`config.mk`:
```
export PLATFORM = sky130hd
export DESIGN_NAME = apb_master_bridge_flat
export DESIGN_NICKNAME = d
export VERILOG_FILES = /design/src/rtl/apb_master_bridge_if.sv /design/src/rtl/apb_master_bridge.sv /design/src/flat_wrapper.sv
export SDC_FILE = /design/constraint.sdc
export NUM_CORES = 1
export LEC_CHECK = 0
export ABC_AREA = 1
export ABC_CLOCK_PERIOD_IN_PS = 1400
export CAP_MARGIN = 20
export CORE_ASPECT_RATIO = 0.6
export CORE_MARGIN = 1.5
export CORE_UTILIZATION = 30
export DETAILED_ROUTE_END_ITERATION = 10
export RECOVER_POWER = 50
export SYNTH_ARGS = -nofsm -noshare
export SYNTH_HDL_FRONTEND = slang
export SYNTH_SLANG_ARGS = --single-unit
```
`constraint.sdc`:
```
create_clock -name clk_i -period 1.4 [get_ports clk_i]
set_input_delay 0.28 -clock clk_i [delete_from_list [all_inputs] [get_ports clk_i]]
set_output_delay 0.28 -clock clk_i [all_outputs]
set_load 0.005 [all_outputs]
```
`src/rtl/apb_master_bridge_if.sv`:
```
// Command/response and APB bus bundle for apb_master_bridge.
// The master modport is the bridge's view; the slave modport is the mirrored view.
interface apb_master_bridge_if #(
  parameter int ADDR_WIDTH = 32,
  parameter int DATA_WIDTH = 32,
  parameter int DATA_STRB  = DATA_WIDTH / 8
);
  logic                  cmd_valid;
  logic                  cmd_ready;
  logic                  cmd_write;
  logic [ADDR_WIDTH-1:0] cmd_addr;
  logic [DATA_WIDTH-1:0] cmd_wdata;
  logic [DATA_STRB-1:0]  cmd_strb;
  logic [2:0]            cmd_prot;
  logic                  rsp_valid;
  logic [DATA_WIDTH-1:0] rsp_rdata;
  logic                  rsp_err;
  logic [ADDR_WIDTH-1:0] paddr;
  logic [2:0]            prot;
  logic                  pwrite;
  logic                  psel;
  logic                  penable;
  logic [DATA_WIDTH-1:0] pwdata;
  logic [DATA_STRB-1:0]  pstrb;
  logic                  pready;
  logic                  slverr;
  logic [DATA_WIDTH-1:0] prdata;

  modport master (
    input  cmd_valid, cmd_write, cmd_addr, cmd_wdata, cmd_strb, cmd_prot,
    input  pready, slverr, prdata,
    output cmd_ready, rsp_valid, rsp_rdata, rsp_err,
    output paddr, prot, pwrite, psel, penable, pwdata, pstrb
  );

  modport slave (
    output cmd_valid, cmd_write, cmd_addr, cmd_wdata, cmd_strb, cmd_prot,
    output pready, slverr, prdata,
    input  cmd_ready, rsp_valid, rsp_rdata, rsp_err,
    input  paddr, prot, pwrite, psel, penable, pwdata, pstrb
  );
endinterface

```
`src/rtl/apb_master_bridge.sv`:
```
// Valid/ready command port to APB requester: one command -> one SETUP/ACCESS transfer.
// Optional ACCESS wait-state timeout is built when APB_TIMEOUT_EN is defined.
module apb_master_bridge #(
  parameter int ADDR_WIDTH     = 32,
  parameter int DATA_WIDTH     = 32,
  parameter int DATA_STRB      = DATA_WIDTH / 8,
  parameter int TIMEOUT_CYCLES = 16
) (
  input  logic               clk_i,
  input  logic               prstn_i,
  apb_master_bridge_if.master bus
);

  typedef enum logic [1:0] {
    IDLE   = 2'b00,
    SETUP  = 2'b01,
    ACCESS = 2'b10
  } state_e;

  state_e                state_q;
  logic [ADDR_WIDTH-1:0] paddr_q;
  logic [2:0]            prot_q;
  logic                  pwrite_q;
  logic                  psel_q;
  logic                  penable_q;
  logic [DATA_WIDTH-1:0] pwdata_q;
  logic [DATA_STRB-1:0]  pstrb_q;
  logic                  rsp_valid_q;
  logic                  rsp_err_q;
  logic [DATA_WIDTH-1:0] rsp_rdata_q;

`ifdef APB_TIMEOUT_EN
  localparam int TMO_W = $clog2(TIMEOUT_CYCLES + 1);
  logic [TMO_W-1:0] tmo_q;
`endif

  assign bus.cmd_ready = (state_q == IDLE) && !prstn_i;
  assign bus.paddr     = paddr_q;
  assign bus.prot      = prot_q;
  assign bus.pwrite    = pwrite_q;
  assign bus.psel      = psel_q;
  assign bus.penable   = penable_q;
  assign bus.pwdata    = pwdata_q;
  assign bus.pstrb     = pstrb_q;
  assign bus.rsp_valid = rsp_valid_q;
  assign bus.rsp_err   = rsp_err_q;
  assign bus.rsp_rdata = rsp_rdata_q;

  // Transfer sequencer: IDLE accept, SETUP phase, ACCESS wait/complete, response pulse.
  always_ff @(posedge clk_i) begin
    if (prstn_i) begin
      state_q     <= IDLE;
      paddr_q     <= {ADDR_WIDTH{1'b0}};
      prot_q      <= 3'b000;
      pwrite_q    <= 1'b0;
      psel_q      <= 1'b0;
      penable_q   <= 1'b0;
      pwdata_q    <= {DATA_WIDTH{1'b0}};
      pstrb_q     <= {DATA_STRB{1'b0}};
      rsp_valid_q <= 1'b0;
      rsp_err_q   <= 1'b0;
      rsp_rdata_q <= {DATA_WIDTH{1'b0}};
`ifdef APB_TIMEOUT_EN
      tmo_q       <= {TMO_W{1'b0}};
`endif
    end else begin
      // The response is a single-cycle pulse unless a branch below raises it.
      rsp_valid_q <= 1'b0;
      rsp_err_q   <= 1'b0;
      rsp_rdata_q <= {DATA_WIDTH{1'b0}};
      case (state_q)
        IDLE: begin
          if (bus.cmd_valid) begin
            if (bus.cmd_addr[1:0] == 2'b00) begin
              paddr_q  <= bus.cmd_addr;
              prot_q   <= bus.cmd_prot;
              pwrite_q <= bus.cmd_write;
              pwdata_q <= bus.cmd_wdata;
              pstrb_q  <= bus.cmd_write ? bus.cmd_strb : {DATA_STRB{1'b0}};
              psel_q   <= 1'b1;
              state_q  <= SETUP;
            end else begin
              rsp_valid_q <= 1'b1;
              rsp_err_q   <= 1'b1;
            end
          end
        end
        SETUP: begin
          penable_q <= 1'b1;
          state_q   <= ACCESS;
`ifdef APB_TIMEOUT_EN
          tmo_q     <= {TMO_W{1'b0}};
`endif
        end
        ACCESS: begin
          if (bus.pready) begin
            psel_q      <= 1'b0;
            penable_q   <= 1'b0;
            rsp_valid_q <= 1'b1;
            rsp_err_q   <= bus.slverr;
            rsp_rdata_q <= (!pwrite_q && !bus.slverr) ? bus.prdata : {DATA_WIDTH{1'b0}};
            state_q     <= IDLE;
          end
`ifdef APB_TIMEOUT_EN
          // This is the TIMEOUT_CYCLES-th consecutive wait cycle: abandon the transfer.
          else if (tmo_q == TMO_W'(TIMEOUT_CYCLES - 1)) begin
            psel_q      <= 1'b0;
            penable_q   <= 1'b0;
            rsp_valid_q <= 1'b1;
            rsp_err_q   <= 1'b1;
            state_q     <= IDLE;
          end else begin
            tmo_q <= tmo_q + TMO_W'(1);
          end
`else
          else begin
            state_q <= ACCESS;
          end
`endif
        end
        default: begin
          psel_q    <= 1'b0;
          penable_q <= 1'b0;
          state_q   <= IDLE;
        end
      endcase
    end
  end

endmodule

```
`src/flat_wrapper.sv`:
```
// flat-port wrapper written by rule: the top's interface ports become plain ports
module apb_master_bridge_flat 
#(
  parameter int ADDR_WIDTH     = 32,
  parameter int DATA_WIDTH     = 32,
  parameter int DATA_STRB      = DATA_WIDTH / 8,
  parameter int TIMEOUT_CYCLES = 16
)
  (clk_i, prstn_i, bus_cmd_valid, bus_cmd_write, bus_cmd_addr, bus_cmd_wdata, bus_cmd_strb, bus_cmd_prot, bus_pready, bus_slverr, bus_prdata, bus_cmd_ready, bus_rsp_valid, bus_rsp_rdata, bus_rsp_err, bus_paddr, bus_prot, bus_pwrite, bus_psel, bus_penable, bus_pwdata, bus_pstrb);
  apb_master_bridge_if #(.ADDR_WIDTH(ADDR_WIDTH), .DATA_WIDTH(DATA_WIDTH), .DATA_STRB(DATA_STRB)) bus_i ();
  input  logic clk_i;
  input  logic prstn_i;
  input wire logic [$bits(bus_i.cmd_valid)-1:0] bus_cmd_valid;
  input wire logic [$bits(bus_i.cmd_write)-1:0] bus_cmd_write;
  input wire logic [$bits(bus_i.cmd_addr)-1:0] bus_cmd_addr;
  input wire logic [$bits(bus_i.cmd_wdata)-1:0] bus_cmd_wdata;
  input wire logic [$bits(bus_i.cmd_strb)-1:0] bus_cmd_strb;
  input wire logic [$bits(bus_i.cmd_prot)-1:0] bus_cmd_prot;
  input wire logic [$bits(bus_i.pready)-1:0] bus_pready;
  input wire logic [$bits(bus_i.slverr)-1:0] bus_slverr;
  input wire logic [$bits(bus_i.prdata)-1:0] bus_prdata;
  output wire logic [$bits(bus_i.cmd_ready)-1:0] bus_cmd_ready;
  output wire logic [$bits(bus_i.rsp_valid)-1:0] bus_rsp_valid;
  output wire logic [$bits(bus_i.rsp_rdata)-1:0] bus_rsp_rdata;
  output wire logic [$bits(bus_i.rsp_err)-1:0] bus_rsp_err;
  output wire logic [$bits(bus_i.paddr)-1:0] bus_paddr;
  output wire logic [$bits(bus_i.prot)-1:0] bus_prot;
  output wire logic [$bits(bus_i.pwrite)-1:0] bus_pwrite;
  output wire logic [$bits(bus_i.psel)-1:0] bus_psel;
  output wire logic [$bits(bus_i.penable)-1:0] bus_penable;
  output wire logic [$bits(bus_i.pwdata)-1:0] bus_pwdata;
  output wire logic [$bits(bus_i.pstrb)-1:0] bus_pstrb;
  assign bus_i.cmd_valid = bus_cmd_valid;
  assign bus_i.cmd_write = bus_cmd_write;
  assign bus_i.cmd_addr = bus_cmd_addr;
  assign bus_i.cmd_wdata = bus_cmd_wdata;
  assign bus_i.cmd_strb = bus_cmd_strb;
  assign bus_i.cmd_prot = bus_cmd_prot;
  assign bus_i.pready = bus_pready;
  assign bus_i.slverr = bus_slverr;
  assign bus_i.prdata = bus_prdata;
  assign bus_cmd_ready = bus_i.cmd_ready;
  assign bus_rsp_valid = bus_i.rsp_valid;
  assign bus_rsp_rdata = bus_i.rsp_rdata;
  assign bus_rsp_err = bus_i.rsp_err;
  assign bus_paddr = bus_i.paddr;
  assign bus_prot = bus_i.prot;
  assign bus_pwrite = bus_i.pwrite;
  assign bus_psel = bus_i.psel;
  assign bus_penable = bus_i.penable;
  assign bus_pwdata = bus_i.pwdata;
  assign bus_pstrb = bus_i.pstrb;
  apb_master_bridge #(.ADDR_WIDTH(ADDR_WIDTH), .DATA_WIDTH(DATA_WIDTH), .DATA_STRB(DATA_STRB), .TIMEOUT_CYCLES(TIMEOUT_CYCLES)) u_core (.clk_i(clk_i), .prstn_i(prstn_i), .bus(bus_i));
endmodule
```
### After elaboration in Yosys (flattened, before gate mapping)

Index checks and enable logic that the tools add are counted.
W data, S select, Z words.

| storage, ports and cells | value |
|---|---|
| output and inout port bits | 109 |
| logic and storage cells | 49 |
| register bits after elaboration | 110 |
| input bits | 109 |

| operators by class | value |
|---|---|
| reduce and logical (&&, ||, !) cells | 12 |
| bitwise gates (word level) | 5 |
| eq/ne operators | 5 |
| muxes and demuxes | 16 |

Operator list:

| cell | count |
|---|---|
| $mux W1 | 7 |
| $mux W2 | 3 |
| $ne A2 B2 Y1 const B | 3 |
| $pmux W1 S3 | 2 |
| $pmux W2 S3 | 1 |
| $not A1 Y1 | 5 |
| $logic_not A2 Y1 | 2 |
| $mux W4 | 1 |
| $pmux W1 S2 | 2 |
| $reduce_and A2 Y1 | 2 |
| $reduce_and A4 Y1 | 1 |
| $reduce_or A4 Y1 | 1 |
| $logic_not A1 Y1 | 3 |
| $reduce_and A3 Y1 | 1 |
| $eq A2 B1 Y1 const B | 1 |
| $eq A2 B2 Y1 const B | 1 |
| $logic_and A1 B1 Y1 | 2 |

### Logic depth before layout (Yosys ltp)

| depth | value |
|---|---|
| depth after elaboration | 4 |
| mapped depth | 7 |
| gate-level depth less buffers | 6 |

### Worst setup path before layout

No wires, ideal clock.

| timing path | value |
|---|---|
| kind | input -> register |
| from | input port bus_cmd_valid |
| to | register u_core.pwdata_q[20] (netlist: u_core.bus.pwdata[20]) |
| arrival | 1.081 ns |
| setup slack | 0.206 ns |
| required time | 1.287 ns |
| stages on the path | 6 |
| path through | clkbuf_1 > nand3_2 > buf_4 > buf_2 > nor2_1 > nor2_1 |

| between the ends | value |
|---|---|
| longest elaborated chain between the ends | 1 |

Ends and longest elaborated chain:

| element | RTL line | source |
|---|---|---|
| start, declared | flat_wrapper.sv:13 | `input wire logic [$bits(bus_i.cmd_valid)-1:0] bus_cmd_valid;` |
| $reduce_and A3 Y1 (no line) | -- |  |
| end signal, assigned | apb_master_bridge.sv:58 | `pwdata_q <= {DATA_WIDTH{1'b0}};` |
| end signal, assigned | apb_master_bridge.sv:78 | `pwdata_q <= bus.cmd_wdata;` |
| end, declared | apb_master_bridge.sv:26 | `logic [DATA_WIDTH-1:0] pwdata_q;` |

Every way passes these cells.
A chain may end at the register's enable or synchronous reset.

### Worst setup path after layout

| timing path | value |
|---|---|
| from | register u_core.state_q[1] |
| to | register u_core.pwdata_q[6] (netlist: u_core.bus.pwdata[6]) |

| between the ends | value |
|---|---|
| longest elaborated chain between the ends | 2 |

Ends and longest elaborated chain:

| element | RTL line | source |
|---|---|---|
| start, declared | apb_master_bridge.sv:20 | `state_e state_q;` |
| start signal, assigned | apb_master_bridge.sv:52 | `state_q <= IDLE;` |
| start signal, assigned | apb_master_bridge.sv:81 | `state_q <= SETUP;` |
| start signal, assigned | apb_master_bridge.sv:90 | `state_q <= ACCESS;` |
| $logic_not A2 Y1 | apb_master_bridge.sv:71 | `case (state_q)` |
| $reduce_and A3 Y1 (no line) | -- |  |

Every way passes these cells.

==> impl_metrics.yaml <==
critical_path:
  crit_required_ps: 1670
  crit_top_cell: "nand2_1"
  crit_slowest_cell: "dfxtp_2"
  cpPeakStageDelay_ps: 340
  arrival_ps: 1580
  start_kind: "register"
  end_kind: "register"
  critPathKind: "reg -> reg"
  crit_chain: "buf_4, nor2_4, nand3_4, buf_12, nand2_1, nand2_1, nor2_1"
  path_max_fanout: 36
route:
  drc: 0
  wire_per_inst_um: 11.5
  via_per_inst: 4.08
  first_pass_iters: 4
  first_iter_violations: 87
  routed-via-count: 3986
  drt_wl_total_um: 11300
  ant_nets: 0
global_routing:
  grt_first_pass_wirelength_um: 18200
  grt_start_max_net_pins: 37
  grt_util_all_layers_pct: 16.0
  grt_pass1_vias: 3847
  grt_overflow_total: 0
  antenna_found_initial: 0
timing:
  clock.fmax_mhz: 763
  min_period_ps: 1310
  finalCritPeriodShare_pct: 93.6
  fin_skew_ps: 12.6
  setup_viol: 0
  hold_viol: 0
  worst_pin_slew_ps: 199
  maxSlewViolCount: 0
  rsz0062_at_grt: "true"
  maxSlewHeadroom_pct: 86.7
floorplan:
  initial_core_util_pct: 31.3
  core-area_um2: 13100
  die_w_um: 154
  fp-row-count: 32
  die_area_um2: 14400
  fp.dieH_um: 93.6
  io_pins: 218
pwr:
  seq_power_share_pct: 48.4
  p_leak_nw: 3.76
  power.internal_mw: 5.19
  switching_share_pct: 23.8
  combPwrFrac_pct: 12.8
  p_sw_mw: 1.62
  power.density_nw_per_um2: 1010
  ir_drop_mv: 0.634
  clockPowerShare_pct: 38.8
finish:
  final_area_um2: 6740
  layoutNonFillerInstCount: 976
  area_growth_pct: 64.3
  drive_above_1_share_pct: 7.94
  diodes: 0
  nets: 910
clock_tree:
  htree_num_levels: 3
  cts_tree: "built"
  cts-root-buf: "clkbuf_16"
  cts.path.max_buffers: 2
  path_clk_slew_ps: 80
  worstSkewPairLatency_ps: 350
  ctsHoldBuffers: 0
  clock_sinks: 110
  cts_buffers: 9
  post_cts_buffers: 0
yosys:
  ys_ff_latch: 110
  ys_types: 16
  synth-seq-area-share_pct: 53.7
  yosys_warnings: 0
  synthesis.area_um2: 4100
  yosys.area.top_type_share_pct: 53.7
  syn_avg_cell_area_um2: 7.03
  synth_area_leaders: "dfxtp_1 54%, nor2_1 15%, nand2_1 13%"
  synth_top_cell_by_area: "dfxtp_1"
  syn_nets: 692
  netlist_instances: 583
place:
  hpwlAfterDp_um: 8500
  dpl_cell_area_um2: 6530
  gp_congestion: 0.774
  io_buffers: 217
  dp_cells: 960
worst_hold_path:
  hold_path_class: "in -> reg"
run:
  maxCapViolations: 0
status:
  status: "finished, final reports clean"
## metal layers
| metal | vias to the layer above | share of wire [%] | track usage, % |
|---|---|---|---|
| met5 | - | 0 | 0 |
| met4 | 0 | 1.0 | 3.88 |
| met3 | 10 | 11 | 8.16 |
| met2 | 142 | 43 | 25.8 |
| met1 | 1741 | 45 | 18.9 |
| li1 | 2093 | - | - |
## what timing repair did
action | 4_1_cts | 5_1_grt
gates resized for setup | 132 | 8
pin swaps | 0 | 1
setup endpoints to repair | 109 | 38
## metrics by stage
step / power (mW) / util [%] / setup slack [ps] / TNS (ps) / hold slack (ps)
6_report: 6.81 / 51.5 / 89.4 / 0 / 367
5_1_grt: 7.17 / 51.5 / -10.4 / -10.4 / 382
4_1_cts: 6.95 / 51.4 / -30.6 / -30.6 / 432
3_5_place_dp: 4.32 / 49.8 / -361 / -17280 / 449
3_3_place_gp: 4.30 / 49.8 / -406 / -14010 / 441
2_1_floorplan: 3.69 / - / 206 / 0 / 364
## area by class of cell
type | count | area, um^2
Timing Repair Buffer | 234 | 2240
Clock buffer | 10 | 229
Fill cell | 1277 | 6350
Clock inverter | 6 | 77.6
Inverter | 108 | 405
Tap cell | 170 | 213
Sequential cell | 110 | 2230
Multi-Input combinational cell | 338 | 1350
## cell usage in the layout (no fill, tap or decap), drive strengths merged
master,instances
buf,18
nand3b,1
nand2,147
a21oi,10
dlymetal6s2s,1
dfxtp,110
clkdlybuf4s50,107
inv,112
bufinv,1
nand4,5
clkbuf,10
nor3,2
nor2,167
nand3,6
dlygate4sd2,108
clkinvlp,1
## path summary, 6_finish.rpt
| check | startpoint | to | slack [ps] | depth (start not counted) |
|---|---|---|---|---|
| max | u_core.state_q[1] | u_core.bus.pwdata[6] | 90 | 7 |
| min | prstn_i | u_core.state_q[1] | 370 | 3 |
| max reg2reg | u_core.state_q[1] | u_core.bus.pwdata[6] | 90 | 7 |
| min reg2reg | u_core.bus.paddr[0] | u_core.bus.paddr[0] | 460 | 2 |
## Yosys cell counts (all sizes together)
master	n
a21oi	10
buf	21
clkbuf	6
dfxtp	110
inv	108
nand2	147
nand3	6
nand3b	1
nand4	5
nor2	167
nor3	2
## flip-flops by register name, indices dropped and copies added (netlist names)
| signal | flops |
|---|---|
| u_core.bus.paddr | 32 |
| u_core.bus.penable | 1 |
| u_core.bus.prot | 3 |
| u_core.bus.psel | 1 |
| u_core.bus.pstrb | 4 |
| u_core.bus.pwdata | 32 |
| u_core.bus.pwrite | 1 |
| u_core.bus.rsp_err | 1 |
| u_core.bus.rsp_rdata | 32 |
| u_core.bus.rsp_valid | 1 |
| u_core.state_q | 2 |
## worst max-delay path: cells and delay by family, from the launching register on
family	cells	cell delay, ps
buf+inv	2	370
flops	1	340
simple gates	5	520
## cells by family after synthesis
kind of cell	synth area share, %
compound gates	1.22
flops	53.7
simple gates	31.0
buf+inv	14.0
## power by group through the flow
| stage | combinational, mW | clock [mW] | sequential [mW] |
|---|---|---|---|
| floorplan | 0.312 | 0 | 3.38 |
| global placement | 0.936 | 0 | 3.37 |
| detailed placement | 0.950 | 0 | 3.37 |
| CTS | 0.882 | 2.76 | 3.30 |
| global route | 0.974 | 2.88 | 3.31 |
| finish | 0.872 | 2.64 | 3.30 |
No activity file was read; power rests on OpenSTA's default activity.
